$ cat src/rtl/counter_b4_seq.sv
// Command sequencer for the 4-bit counter: FIFO-buffered commands drive the counter's
// enable/mode/D/reset inputs for a programmed number of cycles, with early stop on rco.
module counter_b4_seq #(
  parameter int unsigned DEPTH = 4,
  parameter int unsigned LEN_W = 4
) (
  input  logic                       b4_clk,
  input  logic                       b4_reset,
  input  logic                       flush,
  input  logic                       cmd_valid,
  output logic                       cmd_ready,
  input  logic [1:0]                 cmd_mode,
  input  logic [3:0]                 cmd_data,
  input  logic [LEN_W-1:0]           cmd_len,
  input  logic                       cmd_stop,
  input  logic                       rco_in,
  output logic                       ctr_enable,
  output logic [1:0]                 ctr_mode,
  output logic [3:0]                 ctr_D,
  output logic                       ctr_reset,
  output logic                       busy,
  output logic                       done,
  output logic [$clog2(DEPTH+1)-1:0] level
);

  localparam int unsigned PTR_W   = $clog2(DEPTH);
  localparam int unsigned LVL_W   = $clog2(DEPTH + 1);
  localparam int unsigned ENTRY_W = 2 + 4 + LEN_W + 1;

  typedef enum logic [1:0] {
    IDLE = 2'd0,
    RUN  = 2'd1,
    DONE = 2'd2
  } state_t;

  state_t              state_q, state_d;
  logic [LEN_W-1:0]    cnt_q, cnt_d;
  logic                stop_q, stop_d;
  logic [PTR_W-1:0]    wr_ptr_q, wr_ptr_d;
  logic [PTR_W-1:0]    rd_ptr_q, rd_ptr_d;
  logic [LVL_W-1:0]    level_d;
  logic                enable_d;
  logic [1:0]          mode_d;
  logic [3:0]          data_d;
  logic                done_d;
  logic                busy_d;
  logic                push;
  logic                pop;
  logic [ENTRY_W-1:0]  mem [DEPTH];
  logic [ENTRY_W-1:0]  head;
  logic [1:0]          head_mode;
  logic [3:0]          head_data;
  logic [LEN_W-1:0]    head_len;
  logic                head_stop;

  // No bypass: a full FIFO refuses even in a popping cycle.
  assign cmd_ready = (level < LVL_W'(DEPTH)) && !flush && !b4_reset;
  assign push      = cmd_valid && cmd_ready;

  assign head      = mem[rd_ptr_q];
  assign head_mode = head[ENTRY_W-1 -: 2];
  assign head_data = head[LEN_W+1 +: 4];
  assign head_len  = head[1 +: LEN_W];
  assign head_stop = head[0];

  // Next-state, FIFO bookkeeping and counter drive.
  always_comb begin
    state_d  = state_q;
    cnt_d    = cnt_q;
    stop_d   = stop_q;
    enable_d = ctr_enable;
    mode_d   = ctr_mode;
    data_d   = ctr_D;
    done_d   = 1'b0;
    pop      = 1'b0;
    wr_ptr_d = wr_ptr_q;
    rd_ptr_d = rd_ptr_q;
    level_d  = level;

    case (state_q)
      IDLE: begin
        enable_d = 1'b0;
        if (level != '0) begin
          pop      = 1'b1;
          cnt_d    = (head_mode == 2'b11) ? '0 : head_len;
          stop_d   = head_stop;
          enable_d = 1'b1;
          mode_d   = head_mode;
          data_d   = head_data;
          state_d  = RUN;
        end
      end
      RUN: begin
        if (cnt_q == '0 || (stop_q && rco_in)) begin
          enable_d = 1'b0;
          done_d   = 1'b1;
          state_d  = DONE;
        end else begin
          cnt_d = cnt_q - LEN_W'(1);
        end
      end
      DONE: state_d = IDLE;
      default: state_d = IDLE;
    endcase

    if (push) wr_ptr_d = wr_ptr_q + PTR_W'(1);
    if (pop)  rd_ptr_d = rd_ptr_q + PTR_W'(1);
    case ({push, pop})
      2'b10:   level_d = level + LVL_W'(1);
      2'b01:   level_d = level - LVL_W'(1);
      default: level_d = level;
    endcase

    // Reset and flush abort everything; only reset also clears mode/D.
    if (b4_reset || flush) begin
      state_d  = IDLE;
      enable_d = 1'b0;
      done_d   = 1'b0;
      level_d  = '0;
      wr_ptr_d = '0;
      rd_ptr_d = '0;
      if (b4_reset) begin
        cnt_d  = '0;
        stop_d = 1'b0;
        mode_d = 2'b00;
        data_d = 4'h0;
      end
    end

    busy_d = (state_d != IDLE) || (level_d != '0);
  end

  always_ff @(posedge b4_clk) begin
    state_q    <= state_d;
    cnt_q      <= cnt_d;
    stop_q     <= stop_d;
    wr_ptr_q   <= wr_ptr_d;
    rd_ptr_q   <= rd_ptr_d;
    level      <= level_d;
    ctr_enable <= enable_d;
    ctr_mode   <= mode_d;
    ctr_D      <= data_d;
    done       <= done_d;
    busy       <= busy_d;
    ctr_reset  <= b4_reset || flush;
  end

  // Storage needs no reset: pointers and level define which entries are valid.
  always_ff @(posedge b4_clk) begin
    if (push) mem[wr_ptr_q] <= {cmd_mode, cmd_data, cmd_len, cmd_stop};
  end

endmodule

$ cat config.mk
export PLATFORM = sky130hd
export DESIGN_NAME = counter_b4_seq
export DESIGN_NICKNAME = d
export VERILOG_FILES = /design/src/rtl/counter_b4_seq.sv
export SDC_FILE = /design/constraint.sdc
export NUM_CORES = 1
export LEC_CHECK = 0
export ABC_AREA = 1
export ABC_CLOCK_PERIOD_IN_PS = 6100
export BUFFER_PORTS_ARGS = -buffer_cell sky130_fd_sc_hd__buf_2
export CAP_MARGIN = 20
export CORE_ASPECT_RATIO = 0.7
export CORE_MARGIN = 2
export CORE_UTILIZATION = 40
export DETAILED_ROUTE_END_ITERATION = 12
export GPL_ROUTABILITY_DRIVEN = 0
export GPL_TIMING_DRIVEN = 0
export HOLD_SLACK_MARGIN = 0.06
export PLACE_DENSITY = 0.57
export SYNTH_ARGS = -nofsm -noshare
export SYNTH_HDL_FRONTEND = slang
export SYNTH_SLANG_ARGS = --single-unit
$ cat constraint.sdc
create_clock -name b4_clk -period 6.1 [get_ports b4_clk]
set_clock_uncertainty 0.1 [all_clocks]
set_input_delay 1.22 -clock b4_clk [delete_from_list [all_inputs] [get_ports b4_clk]]
set_output_delay 1.22 -clock b4_clk [all_outputs]
set_load 0.005 [all_outputs]
# Yosys cells after proc, flatten, opt, wreduce, memory -nomap -nowiden
# Memory sizes are Yosys's and may differ from the RTL's. A register that Yosys moved wholly into a read port is not among the register bits.
# Cells that the tools add are included.
word_totals:
  romBits: 0
  reg_bits: 24
  elab_cells: 75
  mem_count: 1
  ramBits: 44
  latchBits: 0
classes:
  n_lt_le_gt_ge: 1
  eq_ne: 5
  n_reduce_logical: 17
  shift: 0
  muxes: 33
  add_sub_neg: 5
  multipliers: 0
  n_bitwise: 1
  div: 0
memory_table:
  columns: ["name", "words", "word_bits", "rd", "rd_clocked_by_memory_dff", "wr", "line_no", "source"]
  rows:
  - ["mem", 4, 11, 1, 1, 1, "49", "logic [ENTRY_W-1:0] mem [DEPTH];"]
op_table:
  columns: ["operator", "count"]
  rows:
  - ["4-bit two-way mux", 9]
  - ["2-bit two-way mux", 9]
  - ["1-bit two-way mux", 10]
  - ["4-bit one-hot mux with 2 select lines", 1]
  - ["3-bit one-hot mux with 2 select lines", 1]
  - ["3-bit nonzero test", 2]
  - ["2-bit by 1-bit adder with 2-bit output, second input constant", 2]
  - ["2-bit by 1-bit equality test with 1-bit output, second input constant", 2]
  - ["2-bit equality test, second input constant", 2]
  - ["1-bit logical AND", 4]
  - ["4-bit logical NOT", 1]
  - ["2-bit one-hot mux with 2 select lines", 1]
  - ["2-bit nonzero test", 2]
  - ["4-bit by 1-bit subtractor with 4-bit output, second input constant", 1]
  - ["3-bit by 1-bit adder with 3-bit output, second input constant", 1]
  - ["1-bit logical OR", 3]
  - ["3-bit < comparator, second input constant", 1]
  - ["3-bit two-way mux", 1]
  - ["3-bit by 1-bit subtractor with 3-bit output, second input constant", 1]
  - ["1-bit logical NOT", 2]
  - ["2-bit logical NOT", 1]
  - ["2-bit != test, second input constant", 1]
  - ["1-bit one-hot mux with 2 select lines", 1]
  - ["2-bit AND reduction", 1]
  - ["2 further kinds", 2]

# Longest topological paths before layout
# Gate-level depths: netlist of run 1.
depth:
  depth_word: 9
  ltp_mapped: 13
  ltp_nobuf: 12

# Least setup slack after synthesis of run 1
# No wires, ideal clock.
synth_timing:
  kind: "input -> register"
  start: "input port flush"
  end: "register busy"
  required_ns: 5.873
  stages: 11
  setup_slack_ns: 3.116
  setup_time_ns: 0.127
  arrival_ns: 2.757
  path_cell_list: "nor2_1 > and3_1 > clkinv_1 > ha_1 > fa_1 > nor2_1 > a21oi_1 > nand2_1 > inv_1 > nor3_1 > nand3_1"
synth_via:
  elab_chain_len: 9
  word_cells_on_any_way: 13
  cone_classes: "eq/ne (2); mux (3); reduce/logical (8)"
synth_rtl:
  columns: ["element", "line_no", "source"]
  rows:
  - ["start, declared", "9", "input logic flush,"]
  - ["1-bit logical NOT", "57", "assign cmd_ready = (level < LVL_W'(DEPTH)) && !flush && !b4_reset;"]
  - ["1-bit logical AND (2 in a row)", "57", null]
  - ["1-bit logical AND", "58", "assign push = cmd_valid && cmd_ready;"]
  - ["2-bit by 1-bit equality test with 1-bit output or 2-bit equality test (tied branches)", "108", "case ({push, pop})"]
  - ["3-bit one-hot mux with 2 select lines", "108", null]
  - ["3-bit two-way mux *", "115", "if (b4_reset || flush) begin"]
  - ["net level_d[1]", "41", "logic [LVL_W-1:0] level_d;"]
  - ["3-bit nonzero test *", "130", "busy_d = (state_d != IDLE) || (level_d != '0);"]
  - ["1-bit logical OR *", "130", null]
  - ["net busy_d", "46", "logic busy_d;"]
  - ["end signal, assigned", "144", "busy <= busy_d;"]
  - ["end, declared", "21", "output logic busy,"]
# Mark *: on every way through the listed nets, which the timed path passes. The rest lies on a longest branch.
# A chain may end at the register's enable or synchronous reset.

# Worst setup path in the final report of run 1
layout_timing:
  start: "input port b4_reset"
  end: "output port cmd_ready"
layout_via:
  elab_chain_len: 2
layout_rtl:
  columns: ["element", "line_no", "source"]
  rows:
  - ["start, declared", "8", "input logic b4_reset,"]
  - ["1-bit logical NOT", "57", null]
  - ["1-bit logical AND", "57", null]
  - ["end, declared", "11", "output logic cmd_ready,"]
# Every way passes these cells.

==> impl_results.md, run 1 <==
* Status: complete, no violations
* Mapped Avg Cell Area at 10.10 µm²
* Vias in the first global route at 1972
* Cells after Synth at 293
* Initial cell density of the core at 0.4097
* Residual DRC at 0
* Final hold violations at 0
* CTS buffer count at 9
* Finish-stage setup viols at 0
* # clock sinks at 70
* Synth async-reset ratio at 0
* Most common cell in the netlist: nor2_1
* Core Area at 7222 µm²
* Fin. max-slew vios at 0
* Cell Area, Synth at 2959 µm²
* Worst-Margin Slew at 0.5560 ns
* Yosys synthesis warning count at 0
* Layout cells sized above 1 at 0.2135
* DR vias at 2069
* Post-synth cell types at 29
* Post-layout minimum cycle time at 3.272 ns
* Drt first pass iters at 4
* Clock Latency Late Sink at 0.36 ns
* H-tree Lvls at 3
* Seq cells post-synth at 70
* Syn_nets at 316
* Global-route wire length before repair at 9.687 mm
* Crit Path Class: primary input to output pin
* Yosys top cell area share at 0.4465
* Detailed Route Iter0 Violations at 101
* Worst path required time at 4.78 ns
* Filler cell count in the final layout at 717
* Total power at 1.043 mW
* CTS tree: done
* Maxcap violations at 0
* CTS Buffer Depth at 2
* Arr. time, crit path at 1.95 ns
* Top_reg_cell synth: edfxtp_1
* Commonest cells in the netlist: nor2_1, edfxtp_1, inv_1, nand2_1, o21ai_0
* Reg area at 1842 µm²
* WL final at 5.940 mm
* Grt total ovfl at 0
* Fmax achieved at 305.6 MHz
* Reg clk slew, reported paths at 0.08 ns
* Final setup TNS at 0 ns
* Vias/cell at 4.702
* PD cells at 302.3 nW/µm²
* Worst rel slew slack at 0.6280
* Dpl hpwl at 4.019 mm
* Critical Path Sink Type: output pin
* Ant diodes at 0
* Min-delay worst type: flop to flop
* Post-DRT Antenna Nets at 0
* Synthesis-to-layout area growth at 16.58%
* Aggregate global-route resource usage at 0.1594
* Area of the multi-input gates at 903.4 µm²
* Worst setup SP type: primary input
* Ports at 30
* Peak supply drop at 0.1589 mV
* Std-Cell Rows at 26
* Port-buffer cells at 29
* Post-synth EDFFs at 44
* Final core utilization at 0.4777
* Largest net degree at the start of global routing at 15
* Final Worst Setup Slack at 2.828 ns
* Clk Tree Root Cell: clkbuf_8
* Post-synth top area cell: edfxtp_1
* Wire per inst at 13.50 µm
* Die area at 8113 µm²
* Post-CTS sizing at 0
* Leakage at 1.438 nW
* Seq/Total Area, Yosys at 0.6224
* Post-CTS setup buffers at 0
* Critical Path Fanout Max at 10
* RSZ-0062 raised after global routing: no
* Synth area leaders: edfxtp_1, dfxtp_1, nor2_1, o21ai_0, inv_1
* Tcrit/Tclk final at 0.5364
* Die Wd at 106.8 µm
* Hold Buf Count CTS at 0
* Die H at 75.96 µm
* Dpl ws at 2.744 ns
* Initial antenna violation count at 0
* Layout Nets at 360
stage by stage:
| step | hold WS, ns | cell area (µm²) | std cells |
|---|---|---|---|
| after floorplan | 0.3356 | 2959 | 293 |
| after global placement | 0.3532 | 3227 | 420 |
| after detailed placement | 0.3578 | 3249 | 422 |
| after CTS | 0.3700 | 3431 | 438 |
| after global routing | 0.3950 | 3450 | 440 |
| final | 0.3703 | 3450 | 440 |
state kept, by name, indices dropped and copies added, names as in the netlist, named ones only:
| signal | count |
|---|---|
| done | 1 |
| busy | 1 |
| wr_ptr_q | 2 |
| state_q | 2 |
| stop_q | 1 |
| ctr_mode | 2 |
| ctr_D | 4 |
| level | 3 |
| ctr_reset | 1 |
| rd_ptr_q | 2 |
| mem | 44 |
| ctr_enable | 1 |
| cnt_q | 4 |
cells in the final DEF (no fill, tap or decap), drive strengths merged:
| master | instances |
|---|---|
| buf | 40 |
| nor3 | 2 |
| nand3 | 13 |
| nand2 | 40 |
| o211ai | 1 |
| a31oi | 9 |
| inv | 42 |
| o21a | 1 |
| dfxtp | 26 |
| a21o | 1 |
| and3 | 1 |
| a21oi | 9 |
| edfxtp | 44 |
| nor2 | 52 |
| ha | 6 |
| o21ai | 38 |
| fa | 1 |
| clkinv | 2 |
| xnor2 | 1 |
| clkbuf | 10 |
| clkinvlp | 3 |
cell type report:
| cell class | count | share of cell area |
|---|---|---|
| buffer | 8 | 0.01850 |
| timing repair buffer | 33 | 0.05404 |
| inverter | 40 | 0.04353 |
| clock buffer | 9 | 0.03591 |
| clock inverter | 7 | 0.01668 |
| tap | 98 | 0.03555 |
| sequential | 70 | 0.5339 |
| multi-input combinational | 175 | 0.2619 |
power breakdown:
| part | leakage, nW | switching (mW) | internal (mW) |
|---|---|---|---|
| sequential | 0.609 | 0.0162 | 0.525 |
| combinational | 0.746 | 0.0946 | 0.0610 |
| clock | 0.0829 | 0.194 | 0.152 |
| total | 1.44 | 0.305 | 0.738 |
critical path, cell delays in order:
cell	delay, ns
buf_2	0.13
nor2_1	0.10
buf_2	0.22
inv_1	0.09
nor2_1	0.08
buf_2	0.11
final timing paths:
kind / start / end / slack [ns] / cells past startpoint
setup / recovery: b4_reset / cmd_ready / 2.83 / 6
hold / removal: rd_ptr_q[1] / flop / 0.37 / 2
setup reg to reg: level[0] / busy / 3.57 / 13
hold reg to reg: rd_ptr_q[1] / flop / 0.37 / 2
logic make-up (layout without fill, tap and decap cells):
family / count (synthesis) / in the layout / share of synthesized area
AO/OA/AOI/OAI: 59 / 59 / 0.1099
XOR/XNOR: 1 / 1 / 0.002960
adder cells (fa/ha/maj): 7 / 7 / 0.03213
buffers and inverters: 48 / 97 / 0.07230
flip-flops: 70 / 70 / 0.6224
AND/OR/NAND/NOR: 108 / 108 / 0.1603
layer usage:
metal | GRT usage | wire [µm] | vias up
met2 | 0.2369 | 2649 | 54
met4 | 0.05065 | 35 | 0
met3 | 0.06454 | 503 | 4
met5 | 0 | 0 | -
met1 | 0.2131 | 2752 | 944
li1 | - | - | 1067
Note: power is estimated with default switching activity, not from simulation.
==> run 2: changes to the inputs <==
--- a/config.mk
+++ b/config.mk
@@ -6,7 +6,7 @@
 export NUM_CORES = 1
 export LEC_CHECK = 0
 export ABC_AREA = 1
-export ABC_CLOCK_PERIOD_IN_PS = 6100
+export ABC_CLOCK_PERIOD_IN_PS = 2800
 export BUFFER_PORTS_ARGS = -buffer_cell sky130_fd_sc_hd__buf_2
 export CAP_MARGIN = 20
 export CORE_ASPECT_RATIO = 0.7
@@ -16,7 +16,7 @@
 export GPL_ROUTABILITY_DRIVEN = 0
 export GPL_TIMING_DRIVEN = 0
 export HOLD_SLACK_MARGIN = 0.06
-export PLACE_DENSITY = 0.57
+export PLACE_DENSITY = 0.59
 export SYNTH_ARGS = -nofsm -noshare
 export SYNTH_HDL_FRONTEND = slang
 export SYNTH_SLANG_ARGS = --single-unit
==> constraint.sdc (replaced) <==
create_clock -name b4_clk -period 2.8 [get_ports b4_clk]
set_clock_uncertainty 0.1 [all_clocks]
set_input_delay 0.56 -clock b4_clk [delete_from_list [all_inputs] [get_ports b4_clk]]
set_output_delay 0.56 -clock b4_clk [all_outputs]
set_load 0.005 [all_outputs]
==> run 2 against run 1 <==
  * Critical path depth grew 7
  * Critical path type is now flop to flop
  * Cell count is the same
  * Worst setup slack lost 2.5 ns
  * Highest routed layer unchanged
  * Largest cell class unchanged
==> impl_results.md, run 2 (synthesis results as in run 1) <==
* Clock share of power at 0.315
* Post-DRT Antenna Nets at 0
* Register-to-Register Path Depth at 13
* Min-delay worst type: primary input to flop
* Global-route wire length before repair at 10.02 mm
* P_int at 1.595 mW
* Port-buffer cells at 29
* Core Area at 7222 µm²
* Vias/cell at 4.732
* H-tree Lvls at 3
* Sequential power share at 0.532
* Clock Latency Late Sink at 0.34 ns
* Worst path cell trace: inv_1 > nand3_4 > nand2_1 > inv_2 > buf_6 > ha_1 > fa_1 > nor2_1 > a21oi_1 > nand2_1 > inv_1 > nor3_1 > nand3_1
* Worst-Margin Slew at 0.6385 ns
* PD cells at 645.6 nW/µm²
* Maxcap violations at 0
* Dpl hpwl at 4.198 mm
* Largest regs: mem: 44 flops, cnt_q: 4 flops, ctr_D: 4 flops
* Ports at 30
* Commonest non-fill, non-tap cell in the layout: nor2_1
* CTS Buffer Depth at 2
* Inst Count DP at 423
* Wire per inst at 13.53 µm
* Clk Tree Root Cell: clkbuf_8
* Drt first pass iters at 4
* Psw at 0.6233 mW
* Die H at 75.96 µm
* Commonest cells after routing, fill and taps aside: nor2_1, edfxtp_1, inv_1
* Post-CTS sizing at 0
* R2R Path Start: level[0]
* Final setup TNS at 0 ns
* Worst path required time at 2.92 ns
* Max reg flops at 44
* Layout cells sized above 1 at 0.2076
* Final hold violations at 0
* Hold Buf Count CTS at 0
* Worst setup SP type: flop
* Std-Cell Rows at 26
* Post-layout minimum cycle time at 2.460 ns
* Finish-stage setup viols at 0
* Fmax achieved at 406.5 MHz
* Arr. time, crit path at 2.58 ns
* Vias in the first global route at 2007
* Post-DP Area at 3261 µm²
* Comb power frac at 0.154
* Slowest cell on the critical path: fa_1
* Register-to-register path setup slack at 0.34 ns
* RSZ-0062 raised after global routing: no
* Peak supply drop at 0.3116 mV
* Worst rel slew slack at 0.5728
* Reg clk slew, reported paths at 0.07 ns
* Residual DRC at 0
* Leakage at 1.431 nW
* Post-CTS setup buffers at 0
* Status: complete, no violations
* Min-delay src: b4_reset
* CTS buffer count at 9
* Initial antenna violation count at 0
* Sw Share at 0.2810
* Grt total ovfl at 0
* CTS tree: done
* Filler cell count in the final layout at 699
* Die Wd at 106.8 µm
* Synthesis-to-layout area growth at 16.11%
* Fin cells at 440
* Detailed Route Iter0 Violations at 76
* Critical Path Start: level[0]
* Critical Path Sink Type: flop
* Layout Nets at 360
* # clock sinks at 70
* Aggregate global-route resource usage at 0.1628
* Fin. max-slew vios at 0
* Tcrit/Tclk final at 0.8786
* Hold Path Depth at 2
* Largest net degree at the start of global routing at 14
* DR vias at 2082
* WL final at 5.954 mm
* Crit Path Class: flop to flop
* Slowest Stage Delay on Critical Path at 0.43 ns
* Design Area, Final at 3436 µm²
* Biggest register: mem
* Critical Path Fanout Max at 10
* Ant diodes at 0
* Initial cell density of the core at 0.4097
* Die area at 8113 µm²
[run 2: cell types whose count changed in the layout (fill, tap and decap cells not counted), sizes merged]
cell / before / now
inv: 42 / 39
clkbuf: 10 / 11
clkinv: 2 / 4
[run 2: power by group through the flow]
stage	Sequential, mW	Combinational (mW)	Clock [mW]
5_1_grt	1.19	0.399	0.759
3_5_place_dp	1.20	0.340	0
6_report	1.18	0.341	0.698
2_1_floorplan	1.20	0.238	0
4_1_cts	1.18	0.342	0.714
3_3_place_gp	1.20	0.334	0
[run 2: final timing paths]
path,endpoint
max,busy
max reg2reg,busy
min,cnt_q[3]
min reg2reg,rd_ptr_q[1]
[run 2: layout make-up]
type	count	area, µm²	area share
well taps	98	122.6	0.03569
clock inverters	6	40.04	0.01165
clock buffers	10	127.6	0.03714
multi-input cells	175	903.4	0.2629
flip-flops and latches	70	1842	0.5361
inverters	40	150.1	0.04370
plain buffers	8	63.81	0.01857
repair buffers	33	186.4	0.05426
[run 2: layer usage]
metal  global-route usage  vias to the layer above  part of all wire  wire [µm]
met3              0.05422                        4             0.044        262
met5                    0                        -                 0          0
met2               0.2529                       34              0.46       2730
met1               0.2228                      982              0.49       2930
li1                     -                     1062                 -          -
met4              0.03506                        0            0.0050         30
[run 2: stage by stage]
| step | hold WS (ns) | worst slack, ns | total power, mW | util |
|---|---|---|---|---|
| 6_report | 0.3128 | 0.3398 | 2.218 | 0.4757 |
| 5_1_grt | 0.2957 | 0.1038 | 2.344 | 0.4757 |
| 4_1_cts | 0.3029 | 0.3032 | 2.235 | 0.4747 |
| 3_5_place_dp | 0.3636 | 0.1347 | 1.542 | 0.4515 |
| 3_3_place_gp | 0.3498 | 0.1197 | 1.536 | 0.4468 |
| 2_1_floorplan | 0.3356 | 0.4755 | 1.434 | - |
[run 2: worst max-delay path, delay by kind of cell, from the launching register on]
family / cells / cell delay [ns]
adder cells (fa/ha/maj): 2 / 0.64
flip-flops: 1 / 0.41
buffers and inverters: 4 / 0.48
AO/OA/AOI/OAI: 1 / 0.04
AND/OR/NAND/NOR: 6 / 0.67
==> run 3: changes to the inputs <==
--- a/config.mk
+++ b/config.mk
@@ -12,6 +12,7 @@
 export CORE_ASPECT_RATIO = 0.7
 export CORE_MARGIN = 2
 export CORE_UTILIZATION = 40
+export CTS_BUF_LIST = sky130_fd_sc_hd__clkbuf_4 sky130_fd_sc_hd__clkbuf_8
 export DETAILED_ROUTE_END_ITERATION = 12
 export GPL_ROUTABILITY_DRIVEN = 0
 export GPL_TIMING_DRIVEN = 0
==> run 3 against run 2 <==
  * Non-clock buffer count unchanged
  * Sequential share of layout area fell by 0.058 points
  * Critical path depth unchanged
  * Total power increased by 0.29%
  * Die area stayed put
  * Worst setup slack improved by 0.0017 ns
  * Core utilization grew 0.052 points
==> impl_results.md, run 3 (synthesis results as in run 1) <==
* Hold Buf Count CTS at 0
* Min-delay worst type: primary input to flop
* Crit Path Class: flop to flop
* R2R Path Start: level[0]
* Vias/cell at 4.730
* Largest regs: mem: 44 flops, cnt_q: 4 flops, ctr_D: 4 flops
* Min-delay src: b4_reset
* RSZ-0062 raised after global routing: no
* H-tree Lvls at 3
* Post-CTS setup buffers at 0
* # clock sinks at 70
* Worst setup SP type: flop
* Status: complete, no violations
* Worst rel slew slack at 0.5735
* Area of the multi-input gates at 903.4 µm²
* Residual DRC at 0
* Largest net degree at the start of global routing at 14
* Layer with the highest usage: met2
* Commonest non-fill, non-tap cell in the layout: nor2_1
* Commonest cells after routing, fill and taps aside: nor2_1, edfxtp_1, inv_1
* Critical Path Fanout Max at 10
* Filler cell count in the final layout at 697
* Layout Nets at 360
* Layout cells sized above 1 at 0.2105
* Initial cell density of the core at 0.4097
* Die Wd at 106.8 µm
* Hold Path Depth at 2
* Initial antenna violation count at 0
* Register-to-register path setup slack at 0.34 ns
* Fmax achieved at 406.8 MHz
* Biggest register: mem
* CTS Buffer Depth at 2
* Fin. max-slew vios at 0
* Worst path required time at 2.92 ns
* Die area at 8113 µm²
* Port-buffer cells at 29
* Synthesis-to-layout area growth at 16.24%
* Std-Cell Rows at 26
* Dpl hpwl at 4.198 mm
* Peak supply drop at 0.3112 mV
* Reg area at 1842 µm²
* Post-layout minimum cycle time at 2.458 ns
* PD cells at 646.7 nW/µm²
* Drt first pass iters at 5
* Final hold violations at 0
* RR Endpoint: busy
* Post-CTS sizing at 0
* DR vias at 2081
* Clk Tree Root Cell: clkbuf_8
* Final setup TNS at 0 ns
* Clock Latency Late Sink at 0.34 ns
* Core Area at 7222 µm²
* Worst-Margin Slew at 0.6374 ns
* Register-to-Register Path Depth at 13
* Arr. time, crit path at 2.58 ns
* Fin cells at 440
* Maxcap violations at 0
* Tcrit/Tclk final at 0.8780
* Die H at 75.96 µm
* Ant diodes at 0
* Inst Count DP at 423
* Hold endpoint: cnt_q[3]
* Finish-stage setup viols at 0
* CTS buffer count at 9
* Met1 usage at 0.2239
* WL final at 5.945 mm
* Vias in the first global route at 2008
* GR Layer Usage met3 at 0.05422
* Wire per inst at 13.51 µm
* CTS tree: done
* Total power at 2.224 mW
* Grt total ovfl at 0
* Max reg flops at 44
* Leakage at 1.434 nW
* Critical Path Sink Type: flop
* Post-DRT Antenna Nets at 0
* Detailed Route Iter0 Violations at 77
* Final core utilization at 0.4763
* GR Util met2 at 0.2529
* Aggregate global-route resource usage at 0.1631
* Global-route wire length before repair at 10.05 mm
* Ports at 30
* Reg clk slew, reported paths at 0.07 ns
-- run 3: cell types whose count changed in the layout (fill, tap and decap cells not counted) --
cell and change:
clkbuf_1 -1, clkbuf_4 +1
-- run 3: cell type report --
type / count / share of cell area
inverter: 40 / 0.04365
clock buffer: 10 / 0.03820
tap: 98 / 0.03565
clock inverter: 6 / 0.01164
multi-input combinational: 175 / 0.2626
timing repair buffer: 33 / 0.05420
sequential: 70 / 0.5355
buffer: 8 / 0.01855
-- run 3: worst max-delay path by stage --
stage | cells after the start | endpoint | slack [ns] | start
floorplan | 11 | busy | 0.48 | flush
global placement | 12 | busy | 0.12 | b4_reset
detailed placement | 12 | busy | 0.13 | b4_reset
CTS | 13 | busy | 0.30 | level[0]
global route | 13 | busy | 0.10 | level[0]
finish | 13 | busy | 0.34 | level[0]
-- run 3: per-layer routing --
layer,share of wire,wire [µm],vias to the layer above
met4,0.0019,11,0
met1,0.50,2950,983
met3,0.042,250,2
met5,0,0,-
li1,-,-,1062
met2,0.46,2733,34
-- run 3: where the power goes --
group	internal, mW	total, mW	switching (mW)
Combinational	0.133	0.341	0.208
Sequential	1.14	1.18	0.0352
Clock	0.328	0.704	0.377
Total	1.60	2.22	0.620
-- run 3: stage by stage --
stage | area [µm²] | hold slack, ns | setup WS [ns]
2_1_floorplan | 2959 | 0.3356 | 0.4755
3_3_place_gp | 3227 | 0.3498 | 0.1197
3_5_place_dp | 3261 | 0.3636 | 0.1347
4_1_cts | 3432 | 0.3029 | 0.3032
5_1_grt | 3440 | 0.2957 | 0.1038
6_report | 3440 | 0.3168 | 0.3415
-- run 3: critical path, cell delays in order, from the launching register on --
cell	delay [ns]
dfxtp_1	0.41
inv_1	0.09
nand3_4	0.14
nand2_1	0.10
inv_2	0.16
buf_6	0.18
ha_1	0.21
fa_1	0.43
nor2_1	0.10
a21oi_1	0.04
nand2_1	0.06
inv_1	0.05
nor3_1	0.19
nand3_1	0.08
